### src/rtl/mem_access_pkg.sv
// Shared definitions for the data-memory stage: bus-level constants, RISC-V
// load/store funct3 encodings, FSM state type and the alignment rule.
package mem_access_pkg;

  localparam logic MEM_READ  = 1'b0;
  localparam logic MEM_WRITE = 1'b1;
  localparam logic ENABLE    = 1'b1;

  localparam int unsigned DATA_W = 32;
  typedef logic [DATA_W-1:0] data_t;
  localparam data_t DATA_ZERO = '0;

  typedef enum logic [2:0] {
    F3_LB  = 3'b000,
    F3_LH  = 3'b001,
    F3_LW  = 3'b010,
    F3_LBU = 3'b100,
    F3_LHU = 3'b101
  } load_f3_e;

  typedef enum logic [2:0] {
    F3_SB = 3'b000,
    F3_SH = 3'b001,
    F3_SW = 3'b010
  } store_f3_e;

  typedef enum logic {
    S_IDLE,
    S_LOAD_WAIT
  } state_e;

  // Halfword accesses need addr[0] clear, word accesses need addr[1:0] clear.
  // Byte accesses and illegal funct3 values are never misaligned.
  function automatic logic is_misaligned(logic rw, logic [2:0] f3, logic [1:0] off);
    logic m;
    m = 1'b0;
    if (rw == MEM_READ) begin
      case (f3)
        F3_LH, F3_LHU: m = off[0];
        F3_LW:         m = |off;
        default:       m = 1'b0;
      endcase
    end else begin
      case (f3)
        F3_SH:   m = off[0];
        F3_SW:   m = |off;
        default: m = 1'b0;
      endcase
    end
    return m;
  endfunction

endpackage

### src/rtl/mem_access_load_formatter.sv
// Load data formatter: selects the byte/halfword addressed by the captured
// offset and sign- or zero-extends it according to funct3.
//   rdata_i  : raw 32-bit RAM word
//   funct3_i : load funct3
//   offset_i : byte offset within the word
//   data_o   : extended load result (zero for unknown funct3)
module load_formatter
  import mem_access_pkg::*;
(
  input  logic [31:0] rdata_i,
  input  logic [2:0]  funct3_i,
  input  logic [1:0]  offset_i,
  output logic [31:0] data_o
);

  logic [7:0]  byte_sel;
  logic [15:0] half_sel;

  always_comb begin
    byte_sel = rdata_i[{offset_i, 3'b000} +: 8];
    half_sel = offset_i[1] ? rdata_i[31:16] : rdata_i[15:0];
    case (funct3_i)
      F3_LB:   data_o = {{24{byte_sel[7]}}, byte_sel};
      F3_LBU:  data_o = {24'h000000, byte_sel};
      F3_LH:   data_o = {{16{half_sel[15]}}, half_sel};
      F3_LHU:  data_o = {16'h0000, half_sel};
      F3_LW:   data_o = rdata_i;
      default: data_o = DATA_ZERO;
    endcase
  end

endmodule

### src/rtl/mem_access.sv
// Data-memory stage: converts EX load/store requests into synchronous RAM
// accesses with byte enables and returns formatted load data one cycle later.
//   clk, rst            : clock, synchronous active-low reset
//   ex_valid/ex_mem_ena : EX instruction valid / accesses memory
//   mem_rw_i, mem_funct3_i, mem_addr_i, mem_wdata_i : access description
//   mem_rw_o            : direction of the last accepted access
//   mem_rdata_o         : formatted load data (valid in LOAD_WAIT)
//   misalign_o          : one-cycle pulse for a suppressed misaligned access
//   ram_*               : synchronous RAM interface
module mem_access
  import mem_access_pkg::*;
#(
  parameter int unsigned RAM_AW      = 14,
  parameter bit          CHECK_ALIGN = 1'b1
) (
  input  logic              clk,
  input  logic              rst,
  input  logic              ex_valid,
  input  logic              ex_mem_ena,
  input  logic              mem_rw_i,
  input  logic [2:0]        mem_funct3_i,
  input  logic [31:0]       mem_addr_i,
  input  logic [31:0]       mem_wdata_i,
  output logic              mem_rw_o,
  output logic [31:0]       mem_rdata_o,
  output logic              misalign_o,
  output logic [RAM_AW-1:0] ram_addr_o,
  output logic [31:0]       ram_wdata_o,
  output logic [3:0]        ram_wmask_o,
  output logic              ram_we_o,
  output logic              ram_re_o,
  input  logic [31:0]       ram_rdata_i
);

  state_e     state_q, state_d;
  logic [2:0] funct3_q, funct3_d;
  logic [1:0] off_q, off_d;
  logic       rw_q, rw_d;
  logic       misalign_q, misalign_d;

  logic       access, misal, accept;
  logic [31:0] fmt_data;

  // Address bits above the RAM range are intentionally dropped (wrap).
  logic unused_addr_hi;
  assign unused_addr_hi = ^mem_addr_i[31:RAM_AW+2];

  assign ram_addr_o = mem_addr_i[RAM_AW+1:2];

  always_comb begin
    access = ex_valid && (ex_mem_ena == ENABLE) && (state_q == S_IDLE);
    misal  = CHECK_ALIGN && is_misaligned(mem_rw_i, mem_funct3_i, mem_addr_i[1:0]);
    accept = access && !misal;
  end

  always_comb begin
    state_d     = state_q;
    funct3_d    = funct3_q;
    off_d       = off_q;
    rw_d        = rw_q;
    misalign_d  = 1'b0;
    ram_re_o    = 1'b0;
    ram_we_o    = 1'b0;
    ram_wmask_o = '0;

    case (state_q)
      S_IDLE: begin
        misalign_d = access && misal;
        if (accept) begin
          rw_d = mem_rw_i;
          if (mem_rw_i == MEM_READ) begin
            ram_re_o = 1'b1;
            funct3_d = mem_funct3_i;
            off_d    = mem_addr_i[1:0];
            state_d  = S_LOAD_WAIT;
          end else begin
            case (mem_funct3_i)
              F3_SB:   ram_wmask_o = 4'b0001 << mem_addr_i[1:0];
              F3_SH:   ram_wmask_o = 4'b0011 << {mem_addr_i[1], 1'b0};
              F3_SW:   ram_wmask_o = 4'b1111;
              default: ram_wmask_o = '0;
            endcase
            ram_we_o = |ram_wmask_o;
          end
        end
      end
      // Single-cycle wait: EX still shows the stalled load, which must not
      // be re-issued, so no strobes here and unconditionally back to IDLE.
      S_LOAD_WAIT: state_d = S_IDLE;
      default:     state_d = S_IDLE;
    endcase

    if (!rst) begin
      ram_re_o    = 1'b0;
      ram_we_o    = 1'b0;
      ram_wmask_o = '0;
    end
  end

  always_comb begin
    case (mem_funct3_i)
      F3_SB:   ram_wdata_o = {4{mem_wdata_i[7:0]}};
      F3_SH:   ram_wdata_o = {2{mem_wdata_i[15:0]}};
      default: ram_wdata_o = mem_wdata_i;
    endcase
  end

  always_ff @(posedge clk) begin
    if (!rst) begin
      state_q    <= S_IDLE;
      funct3_q   <= '0;
      off_q      <= '0;
      rw_q       <= MEM_READ;
      misalign_q <= 1'b0;
    end else begin
      state_q    <= state_d;
      funct3_q   <= funct3_d;
      off_q      <= off_d;
      rw_q       <= rw_d;
      misalign_q <= misalign_d;
    end
  end

  load_formatter u_fmt (
    .rdata_i  (ram_rdata_i),
    .funct3_i (funct3_q),
    .offset_i (off_q),
    .data_o   (fmt_data)
  );

  assign mem_rw_o    = rw_q;
  assign misalign_o  = misalign_q;
  assign mem_rdata_o = (state_q == S_LOAD_WAIT) ? fmt_data : DATA_ZERO;

endmodule

### config.mk
export PLATFORM = sky130hd
export DESIGN_NAME = mem_access
export DESIGN_NICKNAME = d
export VERILOG_FILES = /design/src/rtl/mem_access_pkg.sv /design/src/rtl/mem_access_load_formatter.sv /design/src/rtl/mem_access.sv
export SDC_FILE = /design/constraint.sdc
export NUM_CORES = 1
export LEC_CHECK = 0
export ABC_AREA = 1
export CORE_MARGIN = 2
export CORE_UTILIZATION = 30
export CTS_BUF_LIST = sky130_fd_sc_hd__clkbuf_2
export DETAILED_ROUTE_END_ITERATION = 10
export PLACE_DENSITY = 0.81
export SLEW_MARGIN = 25
export SYNTH_ARGS = -nofsm -noshare
export SYNTH_HDL_FRONTEND = slang
export SYNTH_HIERARCHICAL = 1
export SYNTH_SLANG_ARGS = --single-unit
### constraint.sdc
create_clock -name clk -period 1.3 [get_ports clk]
set_input_delay 0.26 -clock clk [delete_from_list [all_inputs] [get_ports clk]]
set_output_delay 0.26 -clock clk [all_outputs]
set_load 0.01 [all_outputs]
* After elaboration in Yosys (flattened, before gate mapping) *
Index checks and enable logic that the tools add are counted.
W data, S select, Z words.

storage, ports and cells
  output and inout bits = 86
  input port bits = 104
  flip-flop bits (word level) = 8
  latch bits = 0
  memories kept = 0
  memory bits (read-only) = 0
  RAM bits = 0
  logic and storage cells = 55

operators by class
  div/mod/pow operators = 0
  reduce and logical (&&, ||, !) cells = 13
  $mul = 0
  add/sub/neg operators = 0
  bitwise operators = 3
  order comparisons = 0
  equal/unequal tests = 7
  shift-type cells = 3
  multiplexer cells = 24

operators by type and width
  cell                   number
  $pmux W32 S5           1
  $pmux W32 S2           1
  $mux W32               1
  $shiftx A32 B6 Y8      1
  $mux W4                7
  $mux W16               1
  $pmux W4 S3            1
  $eq A3 B3 Y1 const B   3
  $mux W1                9
  $eq A3 B1 Y1 const B   2
  $eq A3 B2 Y1 const B   2
  $logic_not A3 Y1       2
  $pmux W1 S2            3
  $reduce_or A2 Y1       3
  $logic_and A1 B1 Y1    4
  $reduce_or A4 Y1       1
  $shl A1 B2 Y4 const A  1
  $shl A2 B2 Y4 const A  1
  $not A1 Y1             3
  $reduce_and A3 Y1      1
  $reduce_and A2 Y1      1
  $logic_not A1 Y1       1

* Logic depth before layout (Yosys ltp) *
  depth in word-level cells = 13
  gate-level depth with buffers = 10
  depth with buffers taken out = 9

* Hierarchy *
The synthesis kept the hierarchy.

modules (own cells, without submodules)
  module          sequential area each (um^2)  area an instance (um^2)  cells an instance  instances
  mem_access      160.2                        1,247.4                  227                1
  load_formatter  0.0                          897.1                    198                1

* Least setup slack after synthesis *
No wires, ideal clock.

  path type = reg-to-output
  start point = register funct3_q[1]
  end point = output port mem_rdata_o[16]
  setup slack = -0.117 ns
  stages on the path, launching flop included = 10
  arrival = 1.157 ns
  path buffers = 2
  required time = 1.040 ns
  cell sequence = dfxtp_1 buf_4 nor2_8 nand2_4 nor2_8 buf_6 nor2_1 nand2_1 nand2_1 inv_1

on the way
  cells in the longest elaborated chain, start to end = 3
  elaborated cells between the ends (all ways) = 7
  classes of those cells = eq/ne: 4; mux: 2; reduce/logical: 1

RTL lines
  item                                  RTL line                         source
  start, declared                       mem_access.sv:36                 logic [2:0] funct3_q, funct3_d;
  start signal, assigned                mem_access.sv:117                funct3_q <= funct3_d;
  $eq A3 B2 Y1 (tied with other cells)  mem_access_load_formatter.sv:22  case (funct3_i)
  $pmux W32 S5 *                        mem_access_load_formatter.sv:22
  net fmt_data[16]                      mem_access.sv:42                 logic [31:0] fmt_data;
  $mux W32 *                            mem_access.sv:133                assign mem_rdata_o = (state_q == S_LOAD_WAIT) ? fmt_data : DATA_ZERO;
  end, declared                         mem_access.sv:25                 output logic [31:0] mem_rdata_o,

Mark *: on every way through the listed nets, which the timed path passes. The rest lies on a longest branch.

* Worst setup path after layout *
  start point = register off_q[1]
  end point = output port mem_rdata_o[31]

on the way
  cells in the longest elaborated chain, start to end = 3
  elaborated cells between the ends (all ways) = 4
  classes of those cells = shift: 1; mux: 3

RTL lines
  item                                           RTL line                                                          source
  start, declared                                mem_access.sv:37                                                  logic [1:0] off_q, off_d;
  start signal, assigned                         mem_access.sv:112                                                 off_q <= '0;
  start signal, assigned                         mem_access.sv:118                                                 off_q <= off_d;
  $shiftx A32 B6 Y8 or $mux W16 (tied branches)  mem_access_load_formatter.sv:20, mem_access_load_formatter.sv:21
  $pmux W32 S5 *                                 mem_access_load_formatter.sv:22
  net fmt_data[31]                               mem_access.sv:42
  $mux W32 *                                     mem_access.sv:133

Marked as above.

==> impl_metrics.yaml <==
status:
  status: "complete, but fails checks"
  violations: "negative setup slack"
synthesis:
  synthTopCellsByArea: "nand2_1, inv_1, buf_4"
  synth_area_leader_cell: "nand2_1"
  synth_nets: 529
  yosys_warnings: 6
  syn_area_sq_mm: 0.00214
  syn_inst: 425
  ys_seq_area_share_pct: 7.47
  synth-seq-cells: 8
  netlist.area_leader.share_pct: 23.8
  avgSynthCellArea_sq_um: 5.05
  synth_cell_types: 27
flow_run:
  maxCapViolCount: 0
power:
  total_power_uw: 1870
  p_leak_uw: 0.00261
  irDropWorstVdd_v: 0.000265
  power_density_mw_per_mm2: 388
final_layout:
  syn2layout_area_growth_pct: 125
  n_antenna_cell: 0
  layout-drive-gt1-share_pct: 52.9
  final_common_cell: "nand2_1"
  fillers: 501
  final_cell_mix: "nand2_1, buf_6, buf_4"
  utilization_pct: 70.2
  final_nets: 743
placed_design:
  gp_congestion: 0.876
  dpl.hpwl_mm: 6.72
  port-buffer-count: 145
timing:
  max_slew_margin_pct: 75.3
  worst_pin_slew_ns: 0.371
  final.setup_skew_ns: 0.00307
  finalCritPeriodShare_pct: 143
  final_hold_viol_count: 0
  rsz0062_at_grt: "yes"
  setup_ws_ns: -0.562
  maxSlewViolCount: 0
  clock.fmax_mhz: 537
  setup_viol: 63
  layout_min_cycle_time_ns: 1.86
route:
  firstDrtPassIters: 5
  ant_nets: 0
  avgViaCountPerCell: 4.91
  drt_wl_total_mm: 11.0
  vias: 3601
  wl_per_cell_microns: 15.0
  first_iter_violations: 175
  drc: 0
grt:
  use_met3_pct: 5.04
  overflow: 0
  busiest_layer: "met2"
  grt_use_met1_pct: 24.2
  grt_max_degree: 34
  grtUsageMet2_pct: 50.3
  grt_pass1_wl_mm: 16.0
  grt_pass1_vias: 3620
  antenna_found_initial: 0
  track_usage_pct: 25.5
hold_path:
  holdCritPathClass: "primary input to flop"
  hold_depth: 4
floorplanning:
  io_pins: 190
  coreArea_sq_mm: 0.00687
  start_util_pct: 31.2
  die_area_sq_mm: 0.00784
  die_h_microns: 88.6
  die_width_microns: 88.6
  rows: 30
setup_path:
  slowest_delay_ns: 0.43
  cpMostUsedCell: "nand2_1"
  cpMaxStageDelayCell: "dfxtp_4"
  worstSetupStartpointType: "flop"
  reg2reg_depth: 7
  crit_type: "flop to output port"
  required_ns: 1.04
  end_kind: "output port"
  path_cells: "nand2_1, nand2_4, nand2_8, nor2_4, buf_12, nor2_2, nand2_1, nand2_1, inv_2, buf_6"
  cp.arrival_ns: 1.60
  cp_max_fo: 7
cts:
  h-tree-depth: 1
  worstSkewPairLatency_ns: 0.23
  tritoncts: "built"
  ctsHoldBuffers: 0
  clk_pin_slew_ns: 0.07
  cts_buffers: 3
  cts_root_buffer: "clkbuf_2"
  cts.sink_count: 8
  clk_path_buf_depth: 2
==> routing by layer <==
metal	share of wire [%]	wire, microns	vias to the layer above
met5	0	0	-
met4	4.3	478	0
met3	7.7	848	41
met2	54	5900	216
met1	34	3780	1658
li1	-	-	1686
==> cell families (layout without fill, tap and decap cells) <==
family,after synthesis,after routing,share of synthesized area (%)
compound gates,43,43,11.0
flops,8,8,7.47
simple gates,232,238,47.5
buf+inv,135,341,30.4
mux,7,7,3.68
==> cell type report <==
cell class / count / area (sq um) / share of cell area (%)
timing repair buffer: 242 / 2260 / 46.9
multi-input combinational: 288 / 1870 / 38.8
sequential: 8 / 171 / 3.56
clock buffer: 3 / 15.0 / 0.312
tap: 96 / 120 / 2.49
inverter: 96 / 383 / 7.94
==> worst paths after layout <==
path / startpoint / to / slack, ns
worst max-delay path: off_q[1] / mem_rdata_o[31] / -0.56
worst min-delay path: mem_funct3_i[0] / funct3_q[0] / 0.36
worst max register to register: state_q / funct3_q[0] / 0.13
worst min register to register: mem_rw_o / mem_rw_o / 0.53
==> power by group <==
group / total (uW) / internal (uW) / switching [uW]
Sequential: 263 / 252 / 11.8
Combinational: 1460 / 755 / 706
Clock: 143 / 62.8 / 79.9
Total: 1870 / 1070 / 798
==> what timing repair did <==
action | 4_1_cts | 5_1_grt
endpoints found under the setup margin | 80 | 64
cloned | 6 | 0
pin swaps | 33 | 46
buffers inserted | 39 | 11
resized for setup | 475 | 102
==> critical path, delay by kind of cell (launching register included) <==
kind	cells	cell delay (ns)
buffers and inverters	3	0.31
and+or+nand+nor	7	0.63
DFF	1	0.43
==> stage by stage <==
| step | setup WS, ns | cells | setup TNS [ns] | hold slack (ns) | cell area, sq um |
|---|---|---|---|---|---|
| 3_3_place_gp | -1.19 | 681 | -66.18 | 0.506 | 3850 |
| 6_report | -0.562 | 733 | -23.65 | 0.361 | 4820 |
| 2_1_floorplan | -0.0652 | 425 | -1.25 | 0.391 | 2180 |
| 3_5_place_dp | -1.22 | 681 | -68.49 | 0.519 | 3850 |
| 4_1_cts | -0.477 | 726 | -20.34 | 0.359 | 4420 |
| 5_1_grt | -0.686 | 733 | -27.75 | 0.367 | 4820 |
==> synthesized netlist by cell type, drive strengths merged <==
cell      n
nand2   142
o21ai    30
o22ai     1
nand3b    1
clkbuf    4
nor2     56
a21oi     6
nand3    28
nor3      1
mux2      7
inv      96
nand4     3
buf      35
o211ai    6
dfxtp     8
nor4      1
==> state kept, by name, summed over array words and instances (netlist names) <==
name and cells:
state_q 1, off_q 2, mem_rw_o 1, funct3_q 3
misalign_o 1
Note: power is estimated with default switching activity, not from simulation.
